File: src/rtl/xup_xor_descrambler_if.sv
// Valid/ready word bus between the link receiver, the descrambler and the consumer.
interface xup_xor_descrambler_if #(
  parameter int SIZE = 8
);
  logic            valid;
  logic            ready;
  logic [SIZE-1:0] data;

  modport master (output valid, output data, input ready);
  modport slave  (input valid, input data, output ready);
endinterface

File: src/rtl/xup_xor_descrambler.sv
// Purpose: regenerates the transmit keystream (Galois LFSR) and XORs it onto framed scrambled words.
// Latency: 1 cycle from accept to m.valid; 1 word/clk while m.ready is held high.
// Backpressure: s.ready drops while the output register is full and not being taken.
module xup_xor_descrambler #(
  parameter int              SIZE      = 8,
  parameter logic [SIZE-1:0] POLY      = 8'hB8,
  parameter int              FRAME_LEN = 16
) (
  input  logic                   clk,
  input  logic                   reset,
  input  logic                   seed_load,
  input  logic [SIZE-1:0]        seed,
  xup_xor_descrambler_if.slave   s,
  xup_xor_descrambler_if.master  m,
  output logic                   frame_done,
  output logic                   busy
);

  localparam int CW = $clog2(FRAME_LEN + 1);

  localparam logic [1:0] ST_IDLE  = 2'd0;
  localparam logic [1:0] ST_RUN   = 2'd1;
  localparam logic [1:0] ST_FLUSH = 2'd2;

  logic [1:0]      state;
  logic [SIZE-1:0] lfsr;
  logic [CW-1:0]   count;
  logic            m_valid_q;
  logic [SIZE-1:0] m_data_q;
  logic            accept;
  logic            take;
  logic            last_word;

  function automatic logic [SIZE-1:0] step(input logic [SIZE-1:0] v);
    logic [SIZE-1:0] r;
    r = v >> 1;
    if (v[0]) r = r ^ POLY;
    return r;
  endfunction

  assign s.ready   = (state == ST_RUN) && (!m_valid_q || m.ready);
  assign accept    = s.valid && s.ready;
  assign take      = m_valid_q && m.ready;
  assign last_word = (count == CW'(FRAME_LEN - 1));

  assign m.valid = m_valid_q;
  assign m.data  = m_data_q;
  assign busy    = (state != ST_IDLE);

  always_ff @(posedge clk) begin
    if (reset) begin
      state      <= ST_IDLE;
      lfsr       <= SIZE'(1);
      count      <= '0;
      m_valid_q  <= 1'b0;
      m_data_q   <= '0;
      frame_done <= 1'b0;
    end else begin
      frame_done <= 1'b0;

      // Key only moves on accept so stalls never desynchronise it from the transmitter.
      if (accept) begin
        m_data_q  <= s.data ^ lfsr;
        m_valid_q <= 1'b1;
        lfsr      <= step(lfsr);
        count     <= count + CW'(1);
      end else if (take) begin
        m_valid_q <= 1'b0;
      end

      case (state)
        ST_IDLE: begin
          if (seed_load) begin
            lfsr  <= (seed == '0) ? SIZE'(1) : seed;
            count <= '0;
            state <= ST_RUN;
          end
        end
        ST_RUN: begin
          if (accept && last_word) state <= ST_FLUSH;
        end
        ST_FLUSH: begin
          if (take) begin
            frame_done <= 1'b1;
            state      <= ST_IDLE;
          end
        end
        default: state <= ST_IDLE;
      endcase
    end
  end

endmodule

File: src/flat_wrapper.sv
// flat-port wrapper written by rule: the top's interface ports become plain ports
module xup_xor_descrambler_flat 
#(
  parameter int              SIZE      = 8,
  parameter logic [SIZE-1:0] POLY      = 8'hB8,
  parameter int              FRAME_LEN = 16
)
  (clk, reset, seed_load, seed, frame_done, busy, s_valid, s_data, s_ready, m_valid, m_data, m_ready);
  xup_xor_descrambler_if #(.SIZE(SIZE)) s_i ();
  xup_xor_descrambler_if #(.SIZE(SIZE)) m_i ();
  input  logic clk;
  input  logic reset;
  input  logic seed_load;
  input  logic [SIZE-1:0] seed;
  output logic frame_done;
  output logic busy;
  input wire logic [$bits(s_i.valid)-1:0] s_valid;
  input wire logic [$bits(s_i.data)-1:0] s_data;
  output wire logic [$bits(s_i.ready)-1:0] s_ready;
  output wire logic [$bits(m_i.valid)-1:0] m_valid;
  output wire logic [$bits(m_i.data)-1:0] m_data;
  input wire logic [$bits(m_i.ready)-1:0] m_ready;
  assign s_i.valid = s_valid;
  assign s_i.data = s_data;
  assign s_ready = s_i.ready;
  assign m_valid = m_i.valid;
  assign m_data = m_i.data;
  assign m_i.ready = m_ready;
  xup_xor_descrambler #(.SIZE(SIZE), .POLY(POLY), .FRAME_LEN(FRAME_LEN)) u_core (.clk(clk), .reset(reset), .seed_load(seed_load), .seed(seed), .s(s_i), .m(m_i), .frame_done(frame_done), .busy(busy));
endmodule
File: config.mk
export PLATFORM = sky130hd
export DESIGN_NAME = xup_xor_descrambler_flat
export DESIGN_NICKNAME = d
export VERILOG_FILES = /design/src/rtl/xup_xor_descrambler_if.sv /design/src/rtl/xup_xor_descrambler.sv /design/src/flat_wrapper.sv
export SDC_FILE = /design/constraint.sdc
export NUM_CORES = 1
export LEC_CHECK = 0
export ABC_CLOCK_PERIOD_IN_PS = 2200
export CAP_MARGIN = 20
export CORE_ASPECT_RATIO = 1.25
export CORE_MARGIN = 2
export CORE_UTILIZATION = 51
export DETAILED_ROUTE_END_ITERATION = 16
export PLACE_DENSITY = 0.83
export SETUP_SLACK_MARGIN = 0.4
export SLEW_MARGIN = 5
export SYNTH_ARGS = -nofsm -noshare
export SYNTH_HDL_FRONTEND = slang
export SYNTH_SLANG_ARGS = --single-unit
File: constraint.sdc
create_clock -name clk -period 2.2 [get_ports clk]
set_input_delay 0.33 -clock clk [delete_from_list [all_inputs] [get_ports clk]]
set_output_delay 0.33 -clock clk [all_outputs]
set_load 0.005 [all_outputs]
==> results.cfg <==
[run_status]
outcome = completed

[power_and_ir_drop]
pwr-share-clk = 0.229
power.share.switching = 0.282
design_power_total_w = 0.000929
power_frac_seq = 0.546
power.internal_w = 0.000667
power_leakage_nw = 0.546
peakVddDrop_mv = 0.408
switchingPower_w = 0.000262
combPwrFrac = 0.225
powerDensity_nw_per_um2 = 579

[cells_and_area]
drive_gt1_frac = 0.170
nNetsFinal = 189
antenna_cells = 0
post-route-util = 0.674
fin_cells = 198
area.growth.synth_to_final_pct = 28.0

[clock_network]
cts_max_path_buffers = 2
post_cts_buffers = 0
cts_num_sinks = 25
clk_pin_slew_worst_paths_ps = 140
htree_levels = 1
cts_tree = built
insertion_delay_ps = 320
cts_buffers = 3
cts_hold_buffers = 0
post_cts_resized = 5
cts_root_buffer = clkbuf_4

[synthesis]
synth_top_cells_by_area = dfxtp_1 (40%), xnor2_1 (8.4%), a211oi_2 (7.0%)
ys.flop_type = dfxtp_1
synthArstFlopShare = 0
synth_seq_area_share = 0.400
synth_top_area_share = 0.400
synth_cell_type_count = 34
synth_area_um2 = 1250
ys_seq_elements = 25
yosys.area.top_type = dfxtp_1
syn_avg_cell_area_um2 = 9.28
ys_warn_count = 0
yosys-top-cells-count = dfxtp_1 (25), a21oi_1 (15), nand2_1 (13)
yosysMostFrequentCell = dfxtp_1
syn_nets = 158
synth-edff-count = 0
netlist_instances = 135

[global_route]
grt_max_degree = 28
use_met1 = 0.239
grt_pass1_wl_um = 4510
grt_pass1_vias = 983
use_met3 = 0.0328
antenna_found_initial = 0
busiest_layer = met2
grtUsageMet2 = 0.361
grt_util_all_layers = 0.203
grt-ovfl-total = 0

[setup_path]
worstRegToRegCells = 4
rrSetupSlack_ps = 760
crit_path_max_incr_delay_ps = 490
crit_path_cell_trace = inv_1, nand2_1, clkdlybuf4s50_1
critPathBufInv = 2
start_kind = flop
endpoint_kind = primary output
arrival_ps = 1380
r2r-end = u_core.lfsr[6]
slowest_stage = clkdlybuf4s50_1
cp_max_fo = 6
critical_path.top_delay_family = buffers and inverters
crit-reg2reg-launch = u_core.state[0]
path_class = reg -> out
cp_data_required_time_ps = 1870

[sta]
worst-slew-pin-transition_ps = 345
maxSlewViolCount = 0
maxSlewHeadroom = 0.764
period_needed_ps = 1710
setup_viol_count_final = 0
setup_tns_ps = 0
rsz0062_at_grt = no
whs_ps = 473
fin_crit_sh = 0.775
skew_ps = 3.98
finalHoldViolations = 0
fmax_ghz = 0.586

[die]
die_y_um = 59.4
start_util = 0.527
die_area_um2 = 2870
core_um2 = 2380
die_w_um = 48.3
rows = 20
io_pins = 33

[drt]
first_pass_iters = 4
viasPerCell = 5.52
routed_wirelength_um = 2650
drc = 0
vias = 1093
wl_per_cell_um = 13.4
ant_nets = 0
drt-initial-drc-count = 22

[placed_design]
portBuffers = 32
hpwl_um = 1900
gp_congestion = 0.797
numPlacedInstances = 194

[hold_path]
hp-start = u_core.state[0]
holdPathEnd = u_core.frame_done
min_path_cells = 1
hold_path.class = reg -> reg

[flow_run]
maxCapViolations = 0
logic make-up (layout without fill, tap and decap cells):
| family | Yosys count | after routing | share of synthesized area |
|---|---|---|---|
| AND/OR/NAND/NOR | 45 | 45 | 0.196 |
| AO/OA/AOI/OAI | 37 | 37 | 0.215 |
| flip-flops | 25 | 25 | 0.400 |
| XOR/XNOR | 13 | 13 | 0.0909 |
| buffers and inverters | 13 | 43 | 0.0789 |
| adder cells (fa/ha/maj) | 2 | 2 | 0.0200 |
worst max path at each step:
stage | from | to | slack (ps) | cells past startpoint
final | u_core.state[1] | busy | 490 | 3
after global routing | u_core.state[1] | busy | 430 | 3
after CTS | u_core.state[1] | busy | 460 | 3
after detailed placement | s_valid | u_core.lfsr[1] | 290 | 4
after floorplan | m_ready | u_core.lfsr[3] | 830 | 7
after global placement | m_ready | s_ready | 320 | 4
cell usage in the layout, fill, tap and decap left out, drive strengths merged, types with 2 or more instances in the layout:
cell type      count
clkdlybuf4s50     31
dfxtp             25
a21oi             15
nor2              15
nand2             13
a211oi            13
xnor2             12
o21ai              4
buf                4
inv                3
a41oi              3
clkbuf             3
nand2b             3
nand4              2
nor4               2
ha                 2
and3               2
nand3              2
stage by stage:
step	area, µm²	worst slack [ps]
after floorplan	1250	833
after global placement	1560	318
after detailed placement	1560	295
after CTS	1600	457
after global routing	1600	434
final	1600	495
cell type report:
class / count / area, µm²
clock buffers: 3 / 22.5
inverters: 3 / 11.3
multi-input cells: 97 / 666
clock inverters: 1 / 7.51
well taps: 33 / 41.3
fillers: 194 / 774
repair buffers: 36 / 349
flip-flops and latches: 25 / 505
state kept, by name, indices dropped and copies added (netlist names):
signal,cells
u_core.count,5
u_core.frame_done,1
u_core.lfsr,8
u_core.m.data,8
u_core.m.valid,1
u_core.state,2
power by group through the flow:
stage | logic [W] | clock network (W) | registers, W
2_1_floorplan | 0.000135 | 0 | 0.000509
3_3_place_gp | 0.000201 | 0 | 0.000515
3_5_place_dp | 0.000208 | 0 | 0.000517
4_1_cts | 0.000210 | 0.000221 | 0.000508
5_1_grt | 0.000229 | 0.000239 | 0.000510
6_report | 0.000209 | 0.000213 | 0.000507
routing by layer:
layer | wire, µm | vias up | part of all wire
met4 | 51 | 0 | 0.019
li1 | - | 533 | -
met2 | 1310 | 37 | 0.49
met5 | 0 | - | 0
met3 | 134 | 4 | 0.051
met1 | 1160 | 519 | 0.44
worst register-to-register path, cell delays in order (launching register included):
cell and delay, ps:
dfxtp_2 390, nor2b_4 170, and3_4 430, a21oi_1 130
a211oi_1 250
(Power assumes the default switching activity.)
